<file path="config.mk">
export PLATFORM = sky130hd
export DESIGN_NAME = grom_port_master
export DESIGN_NICKNAME = d
export VERILOG_FILES = /design/src/rtl/grom_port_master.sv
export SDC_FILE = /design/constraint.sdc
export NUM_CORES = 1
export LEC_CHECK = 0
export ABC_CLOCK_PERIOD_IN_PS = 3200
export CORE_ASPECT_RATIO = 0.5
export CORE_UTILIZATION = 52
export CTS_CLUSTER_SIZE = 20
export DETAILED_ROUTE_END_ITERATION = 7
export PLACE_DENSITY = 0.89
export SLEW_MARGIN = 15
export SYNTH_ARGS = -nofsm -noshare
export SYNTH_HDL_FRONTEND = slang
export SYNTH_SLANG_ARGS = --single-unit
</file>
<file path="constraint.sdc">
create_clock -name clk -period 3.2 [get_ports clk]
set_clock_uncertainty 0.2 [all_clocks]
set_input_delay 0.32 -clock clk [delete_from_list [all_inputs] [get_ports clk]]
set_output_delay 0.32 -clock clk [all_outputs]
set_load 0.01 [all_outputs]
</file>
<file path="src/rtl/grom_port_master.sv">
// GROM port initiator: turns valid/ready commands into gs/m/mo/d strobes paced by
// grclk_en, and returns read bytes as single-cycle rsp_valid pulses.
module grom_port_master (
  input  logic        clk,
  input  logic        reset_n,
  input  logic        grclk_en,
  input  logic        cmd_valid,
  output logic        cmd_ready,
  input  logic [1:0]  cmd_op,
  input  logic [15:0] cmd_addr,
  input  logic [7:0]  cmd_len,
  input  logic [7:0]  cmd_wdata,
  output logic        rsp_valid,
  output logic [7:0]  rsp_data,
  output logic        rsp_last,
  output logic        busy,
  output logic        addr_valid,
  output logic        gs,
  output logic        m,
  output logic        mo,
  output logic [7:0]  d,
  input  logic [7:0]  q,
  input  logic        gready,
  output logic [3:0]  dbg_state
);

  // Handshake: a command transfers on a rising clk edge where cmd_valid && cmd_ready;
  // cmd_ready is only ever high in IDLE. rsp_valid has no backpressure and is one cycle wide.

  localparam logic [1:0] OP_SET_READ = 2'b00;
  localparam logic [1:0] OP_READ     = 2'b01;
  localparam logic [1:0] OP_READ_ADR = 2'b10;

  typedef enum logic [3:0] {
    S_IDLE   = 4'd0,
    S_AHI    = 4'd1,
    S_ALO    = 4'd2,
    S_RD     = 4'd3,
    S_RDCAP  = 4'd4,
    S_RA1    = 4'd5,
    S_RA1CAP = 4'd6,
    S_RA2    = 4'd7,
    S_RA2CAP = 4'd8,
    S_WD     = 4'd9
  } state_e;

  state_e      state_q;
  logic        ready_q;
  logic        gs_q;
  logic        m_q;
  logic        mo_q;
  logic [7:0]  d_q;
  logic [15:0] addr_q;
  logic [7:0]  wdata_q;
  logic [8:0]  cnt_q;
  logic        av_q;
  logic        rsp_valid_q;
  logic [7:0]  rsp_data_q;
  logic        rsp_last_q;

  // Bus attributes and successor for whichever state owns a strobe.
  logic        stb_active;
  logic        stb_m;
  logic        stb_mo;
  logic [7:0]  stb_d;
  state_e      stb_next;

  always_comb begin
    stb_active = 1'b0;
    stb_m      = 1'b1;
    stb_mo     = 1'b0;
    stb_d      = d_q;
    stb_next   = S_IDLE;
    case (state_q)
      S_AHI: begin
        stb_active = 1'b1;
        stb_m      = 1'b0;
        stb_mo     = 1'b1;
        stb_d      = addr_q[15:8];
        stb_next   = S_ALO;
      end
      S_ALO: begin
        stb_active = 1'b1;
        stb_m      = 1'b0;
        stb_mo     = 1'b1;
        stb_d      = addr_q[7:0];
        stb_next   = S_RD;
      end
      S_RD: begin
        stb_active = 1'b1;
        stb_next   = S_RDCAP;
      end
      S_RA1: begin
        stb_active = 1'b1;
        stb_mo     = 1'b1;
        stb_next   = S_RA1CAP;
      end
      S_RA2: begin
        stb_active = 1'b1;
        stb_mo     = 1'b1;
        stb_next   = S_RA2CAP;
      end
      S_WD: begin
        stb_active = 1'b1;
        stb_m      = 1'b0;
        stb_d      = wdata_q;
        stb_next   = S_IDLE;
      end
      default: ;
    endcase
  end

  always_ff @(posedge clk) begin
    if (!reset_n) begin
      state_q     <= S_IDLE;
      ready_q     <= 1'b0;
      gs_q        <= 1'b0;
      m_q         <= 1'b1;
      mo_q        <= 1'b0;
      d_q         <= 8'h00;
      addr_q      <= 16'h0000;
      wdata_q     <= 8'h00;
      cnt_q       <= 9'd0;
      av_q        <= 1'b0;
      rsp_valid_q <= 1'b0;
      rsp_data_q  <= 8'h00;
      rsp_last_q  <= 1'b0;
    end else begin
      rsp_valid_q <= 1'b0;
      rsp_last_q  <= 1'b0;
      if (stb_active) begin
        // A strobe opens only on a grclk_en cycle and closes on the first gready cycle;
        // the closing edge drops gs, so two strobes can never touch.
        if (!gs_q) begin
          if (grclk_en) begin
            gs_q <= 1'b1;
            m_q  <= stb_m;
            mo_q <= stb_mo;
            d_q  <= stb_d;
          end
        end else if (gready) begin
          gs_q    <= 1'b0;
          state_q <= stb_next;
          if (state_q == S_ALO) av_q <= 1'b1;
          if (state_q == S_RA1) av_q <= 1'b0;
          if (state_q == S_WD)  m_q  <= 1'b1;
        end
      end else begin
        case (state_q)
          S_IDLE: begin
            if (!ready_q) begin
              ready_q <= 1'b1;
            end else if (cmd_valid) begin
              ready_q <= 1'b0;
              addr_q  <= cmd_addr;
              wdata_q <= cmd_wdata;
              cnt_q   <= (cmd_len == 8'd0) ? 9'd256 : {1'b0, cmd_len};
              case (cmd_op)
                OP_SET_READ: state_q <= S_AHI;
                OP_READ: begin
                  // Without a known pointer a continued read returns one dummy byte.
                  if (av_q) begin
                    state_q <= S_RD;
                  end else begin
                    rsp_valid_q <= 1'b1;
                    rsp_data_q  <= 8'h00;
                    rsp_last_q  <= 1'b1;
                  end
                end
                OP_READ_ADR: state_q <= S_RA1;
                default:     state_q <= S_WD;
              endcase
            end
          end
          S_RDCAP: begin
            rsp_valid_q <= 1'b1;
            rsp_data_q  <= q;
            cnt_q       <= cnt_q - 9'd1;
            if (cnt_q == 9'd1) begin
              rsp_last_q <= 1'b1;
              state_q    <= S_IDLE;
            end else begin
              state_q <= S_RD;
            end
          end
          S_RA1CAP: begin
            rsp_valid_q <= 1'b1;
            rsp_data_q  <= q;
            state_q     <= S_RA2;
          end
          S_RA2CAP: begin
            rsp_valid_q <= 1'b1;
            rsp_data_q  <= q;
            rsp_last_q  <= 1'b1;
            mo_q        <= 1'b0;
            state_q     <= S_IDLE;
          end
          default: state_q <= S_IDLE;
        endcase
      end
    end
  end

  assign cmd_ready  = ready_q;
  assign busy       = (state_q != S_IDLE);
  assign addr_valid = av_q;
  assign rsp_valid  = rsp_valid_q;
  assign rsp_data   = rsp_data_q;
  assign rsp_last   = rsp_last_q;
  assign gs         = gs_q;
  assign m          = m_q;
  assign mo         = mo_q;
  assign d          = d_q;
  assign dbg_state  = state_q;

endmodule
</file>
Yosys cells after proc, flatten, opt, wreduce, memory -nomap -nowiden
Cells that the tools add are included.
{"block": "totals", "reg_bits": 60, "input_bits": 47, "elab_cells": 111}
{"block": "classes", "n_addsub": 1, "eq_ne": 25, "n_mux": 45, "n_bitwise": 3, "reduce_logical": 24}
{"operator": "8-bit 2-to-1 mux", "count": 4}
{"operator": "9-bit 2-to-1 mux", "count": 3}
{"operator": "4-bit 2-to-1 mux", "count": 6}
{"operator": "4-bit case mux with 3 select lines", "count": 2}
{"operator": "8-bit case mux with 3 select lines", "count": 1}
{"operator": "1-bit 2-to-1 mux", "count": 23}
{"operator": "4-bit case mux with 5 select lines", "count": 1}
{"operator": "4-bit AND reduction", "count": 5}
{"operator": "9-bit case mux with 2 select lines", "count": 1}
{"operator": "4-bit by 3-bit equality test with 1-bit output (second input constant)", "count": 4}
{"operator": "2-bit inequality test (second input constant)", "count": 8}
{"operator": "8-bit case mux with 2 select lines", "count": 1}
{"operator": "2-bit nonzero test", "count": 5}
{"operator": "9-bit by 1-bit equality test with 1-bit output (second input constant)", "count": 1}
{"operator": "9-bit by 1-bit subtractor with 9-bit output (second input constant)", "count": 1}
{"operator": "4-bit by 2-bit equality test with 1-bit output (second input constant)", "count": 2}
{"operator": "4-bit equality test (second input constant)", "count": 2}
{"operator": "8-bit zero test", "count": 1}
{"operator": "3-bit inequality test (second input constant)", "count": 2}
{"operator": "6-bit AND reduction", "count": 1}
{"operator": "3-bit OR reduction", "count": 2}
{"operator": "6-bit OR reduction", "count": 1}
{"operator": "5-bit AND reduction", "count": 1}
{"operator": "4-bit by 1-bit equality test with 1-bit output (second input constant)", "count": 1}
{"operator": "other kinds (16)", "count": 19}

Longest topological paths before layout
Gate-level depths: netlist (run 1).
{"block": "logic_depth", "depth_word": 6, "depth_mapped": 8, "depth_no_buf": 6}

Least setup slack after synthesis (run 1)
Ideal clock, no wire load.
{"block": "synth_timing", "path_type": "register -> register", "startpoint": "register state_q[2] (netlist: dbg_state[2])", "endpoint": "register cnt_q[6]", "setup_ns": 0.128, "t_arrival_ns": 1.538, "t_required_ns": 2.872, "slack_ns": 1.335, "stages_incl_launch_ff": 7, "synth_period_minus_slack_ns": 1.865, "cell_sequence": "dfxtp_1 -> buf_4 -> or4b_1 -> buf_2 -> a22o_1 -> a22oi_1 -> nor2_1"}
{"block": "synth_between", "elab_chain_cells": 5, "word_cells_on_any_way": 16, "classes_between": "9 x eq/ne; 2 x mux; 1 x bitwise; 4 x reduce/logical"}
{"element": "start, declared", "line": "47", "text": "state_e state_q;"}
{"element": "start signal, assigned", "line": "143", "text": "state_q <= stb_next;"}
{"element": "4-bit by 2-bit equality test with 1-bit output, or another cell as far along", "line": "74", "text": "case (state_q)"}
{"element": "6-bit OR reduction (no source line)"}
{"element": "1-bit 2-to-1 mux", "line": "74"}
{"element": "1-bit NOT (no source line)"}
{"element": "4-bit AND reduction (no source line)"}
{"element": "end signal, assigned", "line": "157", "text": "cnt_q <= (cmd_len == 8'd0) ? 9'd256 : {1'b0, cmd_len};"}
{"element": "end signal, assigned", "line": "178", "text": "cnt_q <= cnt_q - 9'd1;"}
{"element": "end, declared", "line": "55", "text": "logic [8:0] cnt_q;"}
Several ways; a longest one is shown, not always the timed one.
A chain may end at the register's enable or synchronous reset.

Worst setup path in the final report (run 1)
{"block": "layout_timing", "startpoint": "register state_q[1] (netlist: dbg_state[1])", "endpoint": "register d_q[3] (netlist: d[3])"}
{"block": "layout_between", "elab_chain_cells": 4, "word_cells_on_any_way": 11, "classes_between": "6 x eq/ne; 2 x mux; 3 x reduce/logical"}
{"element": "4-bit by 2-bit equality test with 1-bit output, or another cell as far along", "line": "74"}
{"element": "6-bit OR reduction (no source line)"}
{"element": "1-bit 2-to-1 mux", "line": "74"}
{"element": "4-bit AND reduction (no source line)"}
{"element": "end signal, assigned", "line": "139", "text": "d_q <= stb_d;"}
{"element": "end, declared", "line": "52", "text": "logic [7:0] d_q;"}
Several ways; a longest one is shown, not always the timed one.

==> results of run 1 <==
## synth_stat cells, types with 6 or more instances
cell,instances
dfxtp_1,60
nand2_1,67
clkbuf_1,9
buf_2,10
nor2_1,26
a31oi_1,11
nand3_1,7
a22oi_1,19
inv_1,6
a21oi_1,41
nand2b_1,6
o21ai_0,24
a211oi_1,6
nor3_1,6
## cell families (layout without fill, tap and decap cells)
kind of cell	after synthesis	after routing	share of synthesized area, %
buffers and inverters	29	99	5.28
DFF	60	60	43.0
and+or+nand+nor	139	139	24.5
adders and majority gates	2	2	0.895
AOI/OAI and AO/OA	118	118	26.1
xor gates and xnor gates	1	1	0.313
## flip-flops by register name (all words and copies together), names as in the netlist, 4 cells and up
signal and cells:
wdata_q 8, rsp_data 8, d 8, addr_q 16, dbg_state 4, cnt_q 9
## area by class of cell
| cell class | instances | area [um2] | share of cell area, % |
|---|---|---|---|
| clock buffer | 10 | 128 | 3.43 |
| sequential | 60 | 1200 | 32.3 |
| inverter | 6 | 22.5 | 0.605 |
| clock inverter | 6 | 72.6 | 1.95 |
| tap | 70 | 87.6 | 2.35 |
| multi-input combinational | 260 | 1450 | 38.9 |
| timing repair buffer | 77 | 763 | 20.5 |
## where the power goes
| part | leakage [nW] | switching (mW) | internal (mW) | total (mW) |
|---|---|---|---|---|
| Clock | 0.0971 | 0.329 | 0.366 | 0.695 |
| Combinational | 0.694 | 0.720 | 0.547 | 1.27 |
| Sequential | 0.488 | 0.226 | 0.928 | 1.15 |
| Total | 1.28 | 1.28 | 1.84 | 3.12 |
## per-stage QoR
step	instance area, um2	setup WS [ns]
after CTS	3720	0.672
after floorplan	2800	1.33
final	3720	0.630
after global placement	3520	0.776
after detailed placement	3520	0.702
after global routing	3720	0.452
## worst max path at each step
stage                            start    endpoint  slack, ns
final                     dbg_state[1]        d[3]       0.63
after global routing      dbg_state[0]  wdata_q[3]       0.45
after CTS                 dbg_state[0]        busy       0.67
after detailed placement  dbg_state[1]        d[4]       0.70
after global placement    dbg_state[1]        d[0]       0.78
after floorplan           dbg_state[2]    cnt_q[6]       1.33
## critical path: cells and delay by family (launching register included)
family,cells,cell delay [ns]
simple gates,4,1.32
flops,1,0.80
compound gates,1,0.09
## metal layers
layer	wire length, um	part of all wire, %	up-vias
li1	-	-	1375
met1	3180	42	1373
met2	3740	50	118
met3	489	6.5	19
met4	146	1.9	0
met5	0	0	-
==> impl_metrics.yaml, run 1 <==
finish:
  antenna_cells_inserted: 0
  most_common_library_cell_in_the_layout_ignoring_fill_and_taps: "clkdlybuf4s50_1"
  layout-drive-gt1-share_pct: 6.92
  finish.cell_count_without_fillers: 489
  layout.core_utilization_pct: 73.8
  layout.cells.most_common_list: "74 x clkdlybuf4s50_1, 67 x nand2_1, 60 x dfxtp_1"
  nFillCells: 381
  finalNetCount: 463
  area_delta_synth_final_pct: 33.1
floorplanning:
  initial_utilization_pct: 55.4
  die_w_um: 106
  design.portCount: 75
  floorplan.rows: 18
  core-area_um2: 5040
  die_h_um: 53.8
  die-area_um2: 5690
worst_setup_path:
  cell_depth_of_the_worst_flop_to_flop_path: 5
  critPathArrivalTime_ns: 2.57
  minimum_setup_slack_among_reg_to_reg_paths_ns: 0.63
  critical_path.max_stage_delay_ns: 0.80
  largest_fanout_on_the_critical_path: 22
  path_cells: "or3b_4 -> nor2_2 -> nor2_1 -> nand2_1 -> a31oi_1"
  worst_path_max_delay_cell: "dfxtp_1"
  critical_path_required_ns: 3.20
  r2r_start: "dbg_state[1]"
  criticalPathCategory: "flop to flop"
  end_kind: "flop"
  critPathLaunchType: "flop"
  r2r-end: "d[3]"
synth:
  synth_enable_flop_cells: 0
  biggest_area_consumer_among_synthesized_cells: "dfxtp_1"
  synth_seq_cells: 60
  yosys_warnings: 0
  postSynth.topFlopCell: "dfxtp_1"
  synth_top_cell_area_share_pct: 43.0
  postSynth.asyncResetShare_pct: 0
  yosys.cell_types.count: 47
  synth_area_leaders: "dfxtp_1 43%, nand2_1 9.0%, a21oi_1 7.3%"
  synthesized_netlist_net_count: 398
  synthCells: 349
  synth_area_um2: 2800
  synth_seq_area_share_pct: 43.0
  synthesized_area_per_cell_um2: 8.01
clock_tree:
  max-clock-path-buffers: 2
  cts-root-buf: "clkbuf_8"
  cts.repair_timing.setup_buffer_count: 0
  clock_latency_ns: 0.35
  cts.sinks: 60
  cts_tree: "done"
  tritoncts.num_buffers: 9
  post_cts_resize_count: 0
  cts-hold-fix-buffers: 0
  clk_transition_reported_paths_ns: 0.07
  h-tree-depth: 3
grt:
  global_route.usage.met3_pct: 9.56
  grt_first_pass_wirelength_um: 12200
  antenna_violations_before_repair: 0
  global_route.usage.met2_pct: 48.6
  grt_overflow: 0
  grt_pass1_vias: 2660
  grt_busiest_layer: "met2"
  grt_use_met1_pct: 32.7
  global_route.usage.total_pct: 27.9
  grt_start_max_net_pins: 42
timing:
  final.hold.worst_slack_ns: 0.262
  totalNegativeSetupSlack_ns: 0
  setup_viol: 0
  timing.final.crit_share_pct: 80.3
  tightest_slew_ns: 1.00
  fmax_mhz: 389
  rsz0062_at_grt: "false"
  minimum_period_implied_by_the_final_worst_setup_slack_ns: 2.57
  slew-limit-headroom_pct: 32.8
  report.final.hold_viol_count: 0
  report.final.slew_viol_count: 0
pwr:
  power_per_cell_area_nw_per_um2: 837
  leakagePower_nw: 1.28
  vdd_drop_max_mv: 0.343
  total_power_mw: 3.12
routing:
  post_drt_wl_per_cell_um: 15.5
  dr.first_iter.drc_count: 175
  routed_via_density: 5.90
  detailed_routing_iteration_count_for_the_pre_antenna_repair_pass: 5
  wl_um: 7560
  drcViolationCount: 0
  via_count: 2885
  antenna_violating_nets_post_route: 0
hold_path:
  hold_class: "flop to flop"
  worstHoldEndpoint: "addr_q[13]"
  hp-start: "addr_q[13]"
  worstHoldPathCells: 2
placed_design:
  hpwl_um: 5130
  routabilityCongestion: 0.893
  io_buffers: 74
  post-place-cells: 473
status:
  run_status: "finished, final reports clean"
job:
  max-cap-violations: 0
Note: power is estimated with default switching activity, not from simulation.
==> run 2, diff against run 1 <==
Settings changed: ABC_CLOCK_PERIOD_IN_PS 3200 to 2600, CORE_UTILIZATION 52 to 48, PLACE_DENSITY 0.89 to 0.83.
Clock period 3.2 ns to 2.6 ns, I/O delays scaled along.
==> run 2 against run 1 <==
Effect of this change:
- die area is 8.1% higher
- setup slack worse by 0.48 ns
- register-to-register slack worse by 0.18 ns
- cell area is 5.1% higher
- global-route usage is 2.0 points lower
- critical endpoint is now busy
- largest cell class unchanged
==> impl_metrics.yaml, run 2 (synthesized netlist as in run 1, its figures left out) <==
status:
  run_status: "finished, final reports clean"
clock_tree:
  clk_transition_reported_paths_ns: 0.06
  cts.repair_timing.setup_buffer_count: 0
  tritoncts.num_buffers: 9
  cts-root-buf: "clkbuf_16"
  post_cts_resize_count: 0
  max-clock-path-buffers: 2
  h-tree-depth: 3
  cts_tree: "done"
  cts.sinks: 60
  cts-hold-fix-buffers: 0
  clock_latency_ns: 0.33
routing:
  drcViolationCount: 0
  detailed_routing_iteration_count_for_the_pre_antenna_repair_pass: 5
  via_count: 2894
  dr.first_iter.drc_count: 201
  wl_um: 7540
  routed_via_density: 5.73
  post_drt_wl_per_cell_um: 14.9
  antenna_violating_nets_post_route: 0
timing:
  setup_viol: 0
  minimum_period_implied_by_the_final_worst_setup_slack_ns: 2.45
  tightest_slew_ns: 0.627
  fmax_mhz: 408
  report.final.hold_viol_count: 0
  report.final.slew_viol_count: 0
  rsz0062_at_grt: "false"
  totalNegativeSetupSlack_ns: 0
  slew-limit-headroom_pct: 58.1
  timing.final.crit_share_pct: 94.3
worst_setup_path:
  critPathLaunchType: "flop"
  criticalPathCategory: "flop to primary output"
  largest_fanout_on_the_critical_path: 13
  critPathArrivalTime_ns: 1.99
  end_kind: "primary output"
  cell_depth_of_the_worst_flop_to_flop_path: 4
  critical_path_required_ns: 2.14
finish:
  reg_top3: "addr_q (16), cnt_q (9)"
  finalNetCount: 476
  most_flops_register: "addr_q"
  layout-drive-gt1-share_pct: 9.95
  most_common_library_cell_in_the_layout_ignoring_fill_and_taps: "clkdlybuf4s50_1"
  layout.cells.most_common_list: "74 x clkdlybuf4s50_1, 67 x nand2_1, 60 x dfxtp_1"
  largest_register_ffs: 16
  nFillCells: 438
  antenna_cells_inserted: 0
  area_delta_synth_final_pct: 39.9
grt:
  grt_start_max_net_pins: 25
  grt_pass1_vias: 2586
  global_route.usage.total_pct: 25.9
  grt_first_pass_wirelength_um: 12300
  antenna_violations_before_repair: 0
  grt_overflow: 0
floorplanning:
  die-area_um2: 6150
  floorplan.rows: 19
  initial_utilization_pct: 50.5
  die_w_um: 110
  die_h_um: 56.0
  design.portCount: 75
  core-area_um2: 5540
pwr:
  total_power_mw: 4.19
  power_per_cell_area_nw_per_um2: 1070
  vdd_drop_max_mv: 0.553
  leakagePower_nw: 1.38
hold_path:
  worstHoldPathCells: 2
  hold_class: "flop to flop"
placed_design:
  hpwl_um: 5280
  io_buffers: 74
  routabilityCongestion: 0.882
job:
  max-cap-violations: 0
run 2: cell types whose count changed in the layout (fill, tap and decap cells not counted):
| cell | previous run | this run |
|---|---|---|
| buf_4 | 3 | 16 |
| bufinv_16 | 1 | 0 |
| clkbuf_1 | 1 | 0 |
| clkbuf_16 | 0 | 9 |
| clkbuf_8 | 9 | 1 |
| clkinv_4 | 3 | 2 |
| clkinvlp_4 | 1 | 3 |
run 2: per-stage QoR:
step | cell area (um2) | cells | hold WS [ns] | setup WS, ns | utilization (%)
after floorplan | 2800 | 349 | 0.196 | 0.735 | -
after global placement | 3620 | 489 | 0.244 | 0.473 | 65.4
after detailed placement | 3620 | 489 | 0.249 | 0.444 | 65.4
after CTS | 3910 | 505 | 0.256 | 0.162 | 70.6
after global routing | 3910 | 505 | 0.280 | 0.0744 | 70.6
final | 3910 | 505 | 0.257 | 0.147 | 70.6
run 2: metal layers:
| layer | share of wire (%) | global-route usage (%) |
|---|---|---|
| met5 | 0 | 0 |
| met4 | 2.0 | 10.1 |
| met2 | 48 | 41.4 |
| met3 | 5.3 | 6.44 |
| met1 | 45 | 33.7 |
run 2: power breakdown:
part | internal [mW] | total (mW) | leakage (nW) | switching (mW)
Combinational | 0.754 | 1.73 | 0.761 | 0.971
Clock | 0.676 | 1.12 | 0.131 | 0.446
Sequential | 1.14 | 1.34 | 0.488 | 0.198
run 2: final cells by class:
class / instances / area, um2 / share of cell area, %
inverter: 6 / 22.5 / 0.576
multi-input combinational: 260 / 1450 / 37.0
sequential: 60 / 1200 / 30.7
clock buffer: 10 / 239 / 6.11
clock inverter: 6 / 48.8 / 1.25
timing repair buffer: 90 / 861 / 22.0
tap: 73 / 91.3 / 2.34
run 2: final timing paths:
path | startpoint | to | slack, ns
worst max-delay path | dbg_state[0] | busy | 0.15
worst min-delay path | addr_q[2] | addr_q[2] | 0.26
worst max register to register | dbg_state[0] | cnt_q[6] | 0.45
worst min register to register | addr_q[2] | addr_q[2] | 0.26
run 2: worst max-delay path, stage by stage (launching register included):
cell             delay [ns]
dfxtp_1                0.42
buf_4                  0.24
nor4_1                 0.43
inv_1                  0.08
clkdlybuf4s50_1        0.49
